<file path="config.mk">
export PLATFORM = sky130hd
export DESIGN_NAME = mux_scan_sequencer
export DESIGN_NICKNAME = d
export VERILOG_FILES = /design/src/rtl/mux_scan_sequencer_pkg.sv /design/src/rtl/mux_scan_sequencer_scan_index_counter.sv /design/src/rtl/mux_scan_sequencer.sv
export SDC_FILE = /design/constraint.sdc
export NUM_CORES = 1
export LEC_CHECK = 0
export CORE_ASPECT_RATIO = 1.75
export CORE_MARGIN = 2
export CORE_UTILIZATION = 49
export DETAILED_ROUTE_END_ITERATION = 7
export PLACE_DENSITY_LB_ADDON = 0.05
export SLEW_MARGIN = 10
export SYNTH_ARGS = -nofsm -noshare
export SYNTH_HDL_FRONTEND = slang
export SYNTH_SLANG_ARGS = --single-unit
export TNS_END_PERCENT = 5
</file>
<file path="constraint.sdc">
create_clock -name clk -period 2.2 [get_ports clk]
set_input_delay 0.55 -clock clk [delete_from_list [all_inputs] [get_ports clk]]
set_output_delay 0.55 -clock clk [all_outputs]
set_load 0.02 [all_outputs]
</file>
<file path="src/rtl/mux_scan_sequencer_pkg.sv">
// Shared definitions for the mux scan sequencer.
// Holds the FSM state encoding, the scan length and the select/step widths,
// plus a helper that returns the select code a scan starts from.
package mux_scan_sequencer_pkg;

  localparam logic [1:0] ST_IDLE = 2'd0;
  localparam logic [1:0] ST_SCAN = 2'd1;
  localparam logic [1:0] ST_DONE = 2'd2;

  localparam int SCAN_LEN = 8;  // one step per mux input
  localparam int SEL_W    = 3;  // select code width, {s2,s1,s0}
  localparam int STEP_W   = 4;  // step count 0..SCAN_LEN

  // Counting up starts from input 0, counting down starts from input 7.
  function automatic logic [SEL_W-1:0] start_code(input logic dir_down);
    return dir_down ? SEL_W'(SCAN_LEN - 1) : '0;
  endfunction

endpackage

</file>
<file path="src/rtl/mux_scan_sequencer_scan_index_counter.sv">
// Select register and step counter for one scan.
// The 3-bit select walks up or down modulo 8; the 4-bit step count tracks
// how many bits have been sampled so the FSM knows when the 8th lands.
// Ports:
//   clk, rst    clock and synchronous active-high reset
//   load        reset select to the start code and the step count to 0
//   advance     take one step (sample accepted this edge)
//   dir_down    0: select counts up, 1: select counts down
//   sel         current select code
//   last_step   the step being taken now is the final one of the scan
module scan_index_counter
  import mux_scan_sequencer_pkg::*;
(
  input  logic             clk,
  input  logic             rst,
  input  logic             load,
  input  logic             advance,
  input  logic             dir_down,
  output logic [SEL_W-1:0] sel,
  output logic             last_step
);

  logic [SEL_W-1:0]  sel_q,  sel_d;
  logic [STEP_W-1:0] step_q, step_d;

  always_comb begin
    // NOTE: every combinational output is given its hold value first, so no
    // path through the block leaves it unassigned and no latch is inferred.
    sel_d  = sel_q;
    step_d = step_q;
    if (load) begin
      sel_d  = start_code(dir_down);
      step_d = '0;
    end else if (advance) begin
      // Eight steps return select to the start code without an explicit wrap.
      sel_d  = dir_down ? sel_q - 1'b1 : sel_q + 1'b1;
      step_d = step_q + 1'b1;
    end
  end

  always_ff @(posedge clk) begin
    // NOTE: flops take non-blocking assignments so every register samples
    // the pre-edge values, independent of statement order.
    if (rst) begin
      sel_q  <= start_code(dir_down);
      step_q <= '0;
    end else begin
      sel_q  <= sel_d;
      step_q <= step_d;
    end
  end

  assign sel       = sel_q;
  assign last_step = (step_q == STEP_W'(SCAN_LEN - 1));

endmodule

</file>
<file path="src/rtl/mux_scan_sequencer.sv">
// Scan sequencer for an 8-to-1 mux: latches a word onto the mux inputs, walks
// the select through all eight codes with the mux enabled, samples the mux
// output back each step, rebuilds the word and flags any mismatching bit.
// Ports:
//   clk, rst        clock and synchronous active-high reset
//   start, data_in  scan request and the word to scan (taken in IDLE only)
//   hold            stall during SCAN
//   y_in            mux output fed back
//   I               latched word to the mux data inputs
//   s2,s1,s0        select code to the mux
//   enable          mux enable, high during SCAN
//   busy            high outside IDLE
//   done            one-cycle pulse; out_word and mismatch valid
//   out_word        word reassembled from y_in
//   mismatch        sticky bit-disagreement flag for the last scan
module mux_scan_sequencer
  import mux_scan_sequencer_pkg::*;
#(
  parameter bit MSB_FIRST = 1'b0
) (
  input  logic       clk,
  input  logic       rst,
  input  logic       start,
  input  logic [7:0] data_in,
  input  logic       hold,
  input  logic       y_in,
  output logic [7:0] I,
  output logic       s2,
  output logic       s1,
  output logic       s0,
  output logic       enable,
  output logic       busy,
  output logic       done,
  output logic [7:0] out_word,
  output logic       mismatch
);

  logic [1:0]       state_q,    state_d;
  logic [7:0]       i_q,        i_d;
  logic [7:0]       out_word_q, out_word_d;
  logic             mismatch_q, mismatch_d;

  logic [SEL_W-1:0] sel;
  logic             last_step;
  logic             load;
  logic             advance;

  assign load    = (state_q == ST_IDLE) && start;
  assign advance = (state_q == ST_SCAN) && !hold;

  scan_index_counter u_index (
    .clk       (clk),
    .rst       (rst),
    .load      (load),
    .advance   (advance),
    .dir_down  (MSB_FIRST),
    .sel       (sel),
    .last_step (last_step)
  );

  always_comb begin
    state_d    = state_q;
    i_d        = i_q;
    out_word_d = out_word_q;
    mismatch_d = mismatch_q;
    case (state_q)
      ST_IDLE: begin
        if (start) begin
          state_d    = ST_SCAN;
          i_d        = data_in;
          out_word_d = '0;
          mismatch_d = 1'b0;
        end
      end
      ST_SCAN: begin
        if (!hold) begin
          // y_in reflects the select and enable driven during this cycle.
          out_word_d[sel] = y_in;
          if (y_in != i_q[sel]) mismatch_d = 1'b1;
          if (last_step) state_d = ST_DONE;
        end
      end
      ST_DONE: state_d = ST_IDLE;
      default: state_d = ST_IDLE;
    endcase
  end

  always_ff @(posedge clk) begin
    if (rst) begin
      state_q    <= ST_IDLE;
      i_q        <= '0;
      out_word_q <= '0;
      mismatch_q <= 1'b0;
    end else begin
      state_q    <= state_d;
      i_q        <= i_d;
      out_word_q <= out_word_d;
      mismatch_q <= mismatch_d;
    end
  end

  // Status outputs are pure decodes of the state register.
  assign enable       = (state_q == ST_SCAN);
  assign busy         = (state_q != ST_IDLE);
  assign done         = (state_q == ST_DONE);
  assign I            = i_q;
  assign {s2, s1, s0} = sel;
  assign out_word     = out_word_q;
  assign mismatch     = mismatch_q;

endmodule

</file>
; After elaboration in Yosys (flattened, before gate mapping)
; Cells that the tools add are included.
[totals]
regBits = 26
in_bits = 13
wordCells = 46
[op_classes]
add_sub_neg = 2
magnitude_cmp = 2
eq_ne = 8
mux = 16
n_reduce_logical = 12
[op_table]
columns = cell, count
row1 = 8-bit 2-to-1 mux, 2
row2 = 8-bit case mux with 2 select lines, 1
row3 = 8-bit bitwise mux, 1
row4 = 2-bit 2-to-1 mux, 3
row5 = 3-bit AND reduction, 2
row6 = 1-bit 2-to-1 mux, 5
row7 = "4-bit by 1-bit adder with 4-bit output, second input constant", 1
row8 = "4-bit by 3-bit == test with 1-bit output, second input constant", 1
row9 = "3-bit by 4-bit less-than comparator with 1-bit output, second input constant", 1
row10 = "2-bit by 1-bit != test with 1-bit output, second input constant", 2
row11 = "2-bit != test, second input constant", 2
row12 = 2-bit case mux with 2 select lines, 1
row13 = 4-bit AND reduction, 1
row14 = 2-bit nonzero test, 2
row15 = "3-bit by 1-bit adder with 3-bit output, second input constant", 1
row16 = 1-bit binary-select mux with 3-bit select, 1
row17 = 1-bit demux with 3-bit select, 1
row18 = "3-bit by 1-bit greater-or-equal comparator with 1-bit output, second input constant", 1
row19 = 1-bit logical AND, 3
row20 = "2-bit by 1-bit == test with 1-bit output, second input constant", 1
row21 = "2-bit == test, second input constant", 1
row22 = 2-bit logical NOT, 1
row23 = 1-bit case mux with 2 select lines, 1
row24 = 2-bit AND reduction, 1
row25 = other kinds (3), 3

; Logic depth before layout (Yosys ltp)
; Gate-level depths: netlist of the first run.
[logic_depth]
depth_word = 7
ltp_mapped = 5
ltp_nobuf = 5

; Modules after synthesis
; Synthesis of the first run repeated with hierarchy kept, for this count alone.
[hier_totals]
cells_unflattened = 134
area_unflattened_um2 = 1243.7
[modules_own_cells]
columns = mod, instances, cells_per_inst, area_each_um2, seq_area_each_um2
row1 = mux_scan_sequencer, 1, 103, 904.6, 380.4
row2 = scan_index_counter, 1, 31, 339.1, 170.2

; Worst setup path before layout of the first run
; No wires, ideal clock.
[synth_timing]
path_kind = flip-flop to flip-flop
startpoint = register u_index.sel_q[0] (netlist: u_index.sel[0])
endpoint = register mismatch_q (netlist: mismatch)
setup_time_ns = 0.127
t_arrival_ns = 1.517
required_ns = 2.073
slack_ns = 0.556
path_stages_with_launch = 5
path_buffers = 0
path_cell_list = dfxtp_1 mux4_2 mux2i_1 mux2i_1 nor3_2
[synth_between]
elab_chain_cells = 5
[synth_rtl]
columns = element, line
row1 = from (decl), mux_scan_sequencer_scan_index_counter.sv:23  ; logic [SEL_W-1:0] sel_q, sel_d;
row2 = from (signal assigned), mux_scan_sequencer_scan_index_counter.sv:45  ; sel_q <= start_code(dir_down);
row3 = from (signal assigned), mux_scan_sequencer_scan_index_counter.sv:48  ; sel_q <= sel_d;
row4 = 1-bit binary-select mux with 3-bit select, mux_scan_sequencer.sv:79  ; if (y_in != i_q[sel]) mismatch_d = 1'b1;
row5 = 1-bit 2-to-1 mux (implied by the code), mux_scan_sequencer.sv:79
row6 = 1-bit != test, mux_scan_sequencer.sv:79
row7 = 2-bit by 1-bit != test with 1-bit output (no line), -
row8 = 4-bit AND reduction (no line), -
row9 = to (signal assigned), mux_scan_sequencer.sv:98  ; mismatch_q <= mismatch_d;
row10 = to (decl), mux_scan_sequencer.sv:41  ; logic mismatch_q, mismatch_d;
; Every way passes these cells. The select of a mux whose other input is x is not followed.
; A chain may end at the register's enable or synchronous reset.

; Final worst setup path of the first run
[layout_timing]
startpoint = register state_q[0]
endpoint = output port enable
[layout_between]
elab_chain_cells = 1
[layout_rtl]
columns = element, line
row1 = from (decl), mux_scan_sequencer.sv:38  ; logic [1:0] state_q, state_d;
row2 = from (signal assigned), mux_scan_sequencer.sv:95  ; state_q <= state_d;
row3 = 2-bit by 1-bit == test with 1-bit output, mux_scan_sequencer.sv:103  ; assign enable = (state_q == ST_SCAN);
row4 = to (decl), mux_scan_sequencer.sv:31  ; output logic enable,
; Every way passes these cells.

==> summary.txt, run 1 <==
Status
  – Status: complete, no violations

GRT
  – Initial antenna violation count: 0
  – Vias in the first global route: 1149
  – Gr ovfl total: 0
  – Largest net degree at the start of global routing: 19
  – GRT Util Overall: 21.3%
  – First-pass GRT wire length: 4960 um

Die
  – Die X: 41.5 um
  – Starting Density: 52.5%
  – I/O pin count: 36
  – Die Y-Extent: 69.7 um
  – Row cnt: 23
  – CORE AREA: 2300 um^2
  – DIE AREA: 2900 um^2

Setup path
  – Arr. time, crit path: 1.58 ns
  – Slowest stage delay, CP: 0.61 ns
  – Worst Setup End Kind: output port
  – CP cell instances: nand2b_1 -> inv_1 -> clkdlybuf4s50_1
  – Slowest stage cell, crit path: clkdlybuf4s50_1
  – Top fanout value on the critical path: 7
  – CP Launch Type: flop
  – Req. time, crit path: 1.65 ns
  – R2R Setup Slk: 0.59 ns
  – Largest delay share family, worst path: buffers and inverters
  – WP buf/inv: 2
  – Kind of critical path: flop to output port

Synth
  – Top post-synthesis cells by count: dfxtp_1, nor2_1, a21oi_1
  – Cell Area, Synth: 1210 um^2
  – Post-Synth Simple-Gate Area: 24.2%
  – EDFF count, synth: 0
  – Async SR Flop Fraction: 0%
  – Avg Inst Size Synth: 8.89 um^2
  – Mux cell area share after synthesis: 12.0%
  – Area contributors post-synth: dfxtp_1, mux2i_1, nor2_1
  – Largest area contributor in the netlist: dfxtp_1
  – Seq cells post-synth: 26
  – Share of Yosys cell area claimed by the top area cell type: 43.1%
  – Mapped Nets: 151
  – Register area share after synthesis: 43.1%
  – Largest family of logic cells by synthesized area: simple AND/OR/NAND/NOR gates
  – Most frequent cell after synthesis: dfxtp_1
  – Synth Area in Adders: 2.07%
  – Synth warn: 0
  – Post-synthesis compound-gate area fraction: 10.6%
  – Yosys cell types: 28
  – Synth Instances: 136
  – Ys flop type: dfxtp_1
  – Post-synthesis xor/xnor area fraction: 3.62%

Final layout
  – Fillers: 196
  – Register area: 520 um^2
  – Area Growth Syn to Fin: 38.7%
  – Core Util, Final: 72.8%
  – # diodes: 0
  – Final-stage net count: 190
  – Non-Filler Instances: 199
  – Area occupied by multi-input gates: 639 um^2
  – Share of cells above drive strength 1: 11.5%

Clocking
  – TritonCTS clock tree: yes
  – Hold bufs inserted after CTS: 0
  – Clock Sinks: 26
  – Cts bufs inserted: 3
  – Post-CTS setup buffer count: 0
  – Htree depth: 1
  – Clock buffer depth: 2
  – Skew-Pair Late Insertion Delay: 0.27 ns
  – CTS resizes: 0
  – Reg clk slew, reported paths: 0.09 ns
  – CTS Root Cell: clkbuf_8

Detailed routing
  – Final Routed Wirelength: 2930 um
  – DR WL/cell: 14.7 um
  – First-pass iteration count of the detailed router: 4
  – Vias per cell: 5.56
  – DRC: 0
  – Drt initial violations: 31
  – Post-route ant nets: 0
  – Vias: 1107

STA
  – Worst Tran Pin Value: 0.488 ns
  – Worst Setup Slack, final: 0.0742 ns
  – Slew Limit Fails: 0
  – Final hold slack: 0.476 ns
  – Fin crit share: 96.6%
  – Setup_tns: 0 ns
  – Setup Skew: 0.00318 ns
  – Final Hold Viols: 0
  – Count of final setup violators: 0
  – Fin crit period: 2.13 ns
  – RSZ-0062 raised after global routing: false
  – Relative slew slack: 67.4%
  – FMAX: 470 MHz

Placed design
  – GP Congestion: 0.777
  – HPWL Detailed: 2160 um
  – PortBufs: 35
  – Placement Setup Slack: 0.211 ns
  – Placed insts: 195

Pwr
  – Max IR drop VDD: 0.504 mV
  – PwrDens: 587 nW/um^2
  – P_leak: 0.641 nW

Run
  – Max Cap Viol: 0

Min path
  – Hold Path Class: flop to flop
## layout make-up
cell class	instances	share of cell area (%)
flip-flops and latches	26	31.0
clock buffers	4	3.28
well taps	25	1.87
inverters	2	0.448
repair buffers	43	25.2
multi-input cells	99	38.1
## through the flow
step	power (W)	cell area [um^2]
2_1_floorplan	0.000609	1210
3_3_place_gp	0.000685	1620
3_5_place_dp	0.000690	1620
4_1_cts	0.000988	1680
5_1_grt	0.00102	1680
6_report	0.000984	1680
## cells by family (layout without fill, tap and decap cells)
kind of cell,after synthesis,after routing
AOI/OAI and AO/OA,25,25
xor gates and xnor gates,5,5
adders and majority gates,2,2
buffers and inverters,11,49
DFF,26,26
muxes,12,12
and+or+nand+nor,55,55
## final timing paths
| kind | start | endpoint | cells past startpoint |
|---|---|---|---|
| hold reg to reg | out_word[0] | out_word[0] | 2 |
| setup / recovery | state_q[0] | enable | 3 |
| hold / removal | out_word[0] | out_word[0] | 2 |
| setup reg to reg | u_index.sel[0] | mismatch | 5 |
## state kept, by name (all words and copies together) (netlist names)
register / count
I: 8
mismatch: 1
out_word: 8
state_q: 2
u_index.sel: 3
u_index.step_q: 4
## layer usage
| metal | part of all wire [%] | GRT usage (%) |
|---|---|---|
| met3 | 3.2 | 2.86 |
| met1 | 41 | 23.6 |
| met5 | 0 | 0 |
| met4 | 1.2 | 9.32 |
| met2 | 54 | 38.9 |
## power by group
group | internal [W] | leakage [nW] | switching [W]
combinational | 0.0000907 | 0.400 | 0.0000893
sequential | 0.000486 | 0.211 | 0.0000138
clock | 0.000160 | 0.0288 | 0.000145
total | 0.000736 | 0.641 | 0.000248
## worst reg2reg max path, cell delays in order (launching register included)
cell and delay, ns:
dfxtp_1 0.39, buf_4 0.24, mux4_2 0.31, mux2i_1 0.24, mux2i_1 0.27, nor3_2 0.07
## cells in the final DEF, fill, tap and decap left out
cell type,instances
buf_12,1
o21ai_0,10
a21oi_1,14
mux2i_1,10
mux4_2,2
nand2_1,5
nor3b_2,1
dfxtp_1,26
nand4bb_1,1
nor3b_1,2
nor2_1,23
nor3_2,1
nand2b_1,1
o21a_1,1
nand3_1,5
xor2_1,3
nor3_1,2
nor3b_4,1
buf_4,7
and3_1,1
or2_2,3
ha_1,2
xnor2_1,2
clkdlybuf4s50_1,35
inv_1,2
nand4_1,4
clkbuf_8,4
nor2b_1,3
nand3b_1,2
No activity file was read; power rests on OpenSTA's default activity.
==> inputs of run 2 (changes only) <==
--- a/config.mk
+++ b/config.mk
@@ -7,7 +7,7 @@
 export LEC_CHECK = 0
 export CORE_ASPECT_RATIO = 1.75
 export CORE_MARGIN = 2
-export CORE_UTILIZATION = 49
+export CORE_UTILIZATION = 46
 export DETAILED_ROUTE_END_ITERATION = 7
 export PLACE_DENSITY_LB_ADDON = 0.05
 export SLEW_MARGIN = 10
==> constraint.sdc (replaced) <==
create_clock -name clk -period 2.22 [get_ports clk]
set_input_delay 0.555 -clock clk [delete_from_list [all_inputs] [get_ports clk]]
set_output_delay 0.555 -clock clk [all_outputs]
set_load 0.02 [all_outputs]
==> run 2 against run 1 <==
Compared with the run above: global-route usage down 0.79 points; via count down 2.0%; sequential share of layout area down 0.23 points; routed wire length down 2.8%; core utilization down 5.1 points; clock skew up 0.0026 ns; final cell count up 1.0%; worst setup slack better by 0.0055 ns; sequential cell count unchanged; critical endpoint unchanged.
==> summary.txt, run 2 (synthesized netlist as in run 1, its figures left out) <==
Detailed routing
  – DRC: 0 (unchanged)
  – Drt initial violations: 10 (-68%)
  – Final Routed Wirelength: 2850 um (-2.8%)
  – First-pass iteration count of the detailed router: 4 (unchanged)
  – DR WL/cell: 14.2 um (-3.8%)
  – Vias: 1085 (-2.0%)
  – Vias per cell: 5.40 (-3.0%)
  – Post-route ant nets: 0 (unchanged)

Clocking
  – Cts bufs inserted: 3 (unchanged)
  – Clock buffer depth: 2 (unchanged)
  – Hold bufs inserted after CTS: 0 (unchanged)
  – Skew-Pair Late Insertion Delay: 0.26 ns (about the same)
  – Clock Sinks: 26 (unchanged)
  – Htree depth: 1 (unchanged)
  – Post-CTS setup buffer count: 0 (unchanged)
  – TritonCTS clock tree: yes
  – Reg clk slew, reported paths: 0.09 ns (about the same)
  – CTS resizes: 0 (unchanged)
  – CTS Root Cell: clkbuf_8

Die
  – Die X: 42.8 um (+2.9%)
  – DIE AREA: 3070 um^2 (+6.0%)
  – Row cnt: 24 (+4.3%)
  – I/O pin count: 36 (unchanged)
  – Die Y-Extent: 71.8 um (+3.0%)
  – Starting Density: 48.5% (-4.0 points)
  – CORE AREA: 2490 um^2 (+8.3%)

Final layout
  – Commonest non-fill, non-tap cell in the layout: clkdlybuf4s50_1
  – # diodes: 0 (unchanged)
  – Commonest cells after routing, fill and taps aside: clkdlybuf4s50_1, dfxtp_1, nor2_1, a21oi_1
  – Register area: 520 um^2 (unchanged)
  – Area occupied by multi-input gates: 639 um^2 (unchanged)
  – Share of cells above drive strength 1: 12.0% (+0.51 points)
  – Area Growth Syn to Fin: 39.8%
  – Final-stage net count: 191 (+0.53%)
  – Fillers: 217 (+11%)

Run
  – Max Cap Viol: 0 (unchanged)

Placed design
  – HPWL Detailed: 2140 um (-1.2%)
  – PortBufs: 35 (unchanged)
  – Placement Setup Slack: 0.282 ns (+0.0712 ns)
  – GP Congestion: 0.800 (+2.9%)

Status
  – Status: complete, no violations

STA
  – Count of final setup violators: 0 (unchanged)
  – Fin crit period: 2.14 ns
  – Setup Skew: 0.00579 ns (+0.00261 ns)
  – Setup_tns: 0 ns (unchanged)
  – RSZ-0062 raised after global routing: false
  – Fin crit share: 96.4%
  – Final Hold Viols: 0 (unchanged)
  – Worst Tran Pin Value: 0.384 ns (-0.103 ns)
  – Slew Limit Fails: 0 (unchanged)
  – FMAX: 467 MHz
  – Relative slew slack: 74.3% (+7.0 points)
  – Worst Setup Slack, final: 0.0797 ns (+0.00547 ns)

GRT
  – GRT Util Overall: 20.6% (-0.79 points)
  – First-pass GRT wire length: 4970 um (+0.14%)
  – Largest net degree at the start of global routing: 19 (unchanged)
  – Gr ovfl total: 0 (unchanged)
  – Vias in the first global route: 1122 (-2.3%)
  – Initial antenna violation count: 0 (unchanged)

Pwr
  – NetSw: 0.000246 W (-0.92%)
  – Max IR drop VDD: 0.504 mV (-0.11%)
  – Clock power share: 36.4% (+5.4 points)
  – PwrDens: 626 nW/um^2 (+6.6%)
  – Total internal power: 0.000811 W (+10%)
  – Comb pwr share: 16.7% (-1.6 points)
  – Pwr Total: 0.00106 W (+7.4%)
  – Part of the power in registers: 46.9% (-3.8 points)
  – Sw Ratio: 23.2% (-2.0 points)
  – P_leak: 0.648 nW (+1.2%)

Setup path
  – Arr. time, crit path: 1.59 ns (about the same)
  – Slowest stage delay, CP: 0.62 ns (about the same)
  – Kind of critical path: flop to output port
  – Req. time, crit path: 1.66 ns (about the same)
  – WP buf/inv: 2 (unchanged)
  – CP Launch Type: flop
  – Largest delay share family, worst path: buffers and inverters
  – Top fanout value on the critical path: 7 (unchanged)
  – CP cell instances: nand2b_1 -> inv_1 -> clkdlybuf4s50_1
  – Slowest stage cell, crit path: clkdlybuf4s50_1
  – Worst Setup End Kind: output port

Min path
  – Hold Path Class: flop to flop
[run 2: cell types whose count changed in the layout (fill, tap and decap cells not counted), sizes merged]
| cell | previous run | this run |
|---|---|---|
| buf | 8 | 9 |
| bufinv | 0 | 1 |
| clkbuf | 4 | 3 |
[run 2: worst min-delay path, cell delays in order (launching register included)]
cell and delay [ns]:
dfxtp_1 0.32, o21ai_0 0.06, a21oi_1 0.06
[run 2: metrics by stage]
stage               instance area (um^2)  utilization [%]  instances  hold slack, ns
floorplan                           1210                -        136           0.471
global placement                    1620             64.9        197           0.456
detailed placement                  1620             64.9        197           0.468
CTS                                 1690             67.8        201           0.479
global route                        1690             67.8        201           0.508
finish                              1690             67.8        201           0.474
[run 2: cell type report]
class                      count  share of cell area, %
inverter                       2                  0.444
clock buffer                   3                   2.44
tap                           26                   1.93
sequential                    26                   30.8
timing repair buffer          44                   24.7
multi-input combinational     99                   37.9
clock inverter                 1                   1.78
[run 2: path summary, 6_finish.rpt]
path	endpoint	from	cells after the start	slack (ns)
setup / recovery	enable	state_q[0]	3	0.08
hold / removal	out_word[4]	out_word[4]	2	0.47
setup reg to reg	mismatch	u_index.sel[0]	4	0.62
hold reg to reg	out_word[4]	out_word[4]	2	0.47
[run 2: power groups by stage]
stage	Combinational [W]	Sequential (W)	Clock [W]
after floorplan	0.0000845	0.000519	0
after global placement	0.000173	0.000506	0
after detailed placement	0.000177	0.000507	0
after CTS	0.000177	0.000496	0.000399
after global routing	0.000191	0.000498	0.000415
final	0.000176	0.000496	0.000385
[run 2: layer usage]
layer  GRT usage (%)  wire [um]
met5               0          0
met4            7.29         48
met3            3.02         98
met2            35.5       1460
met1            25.4       1240
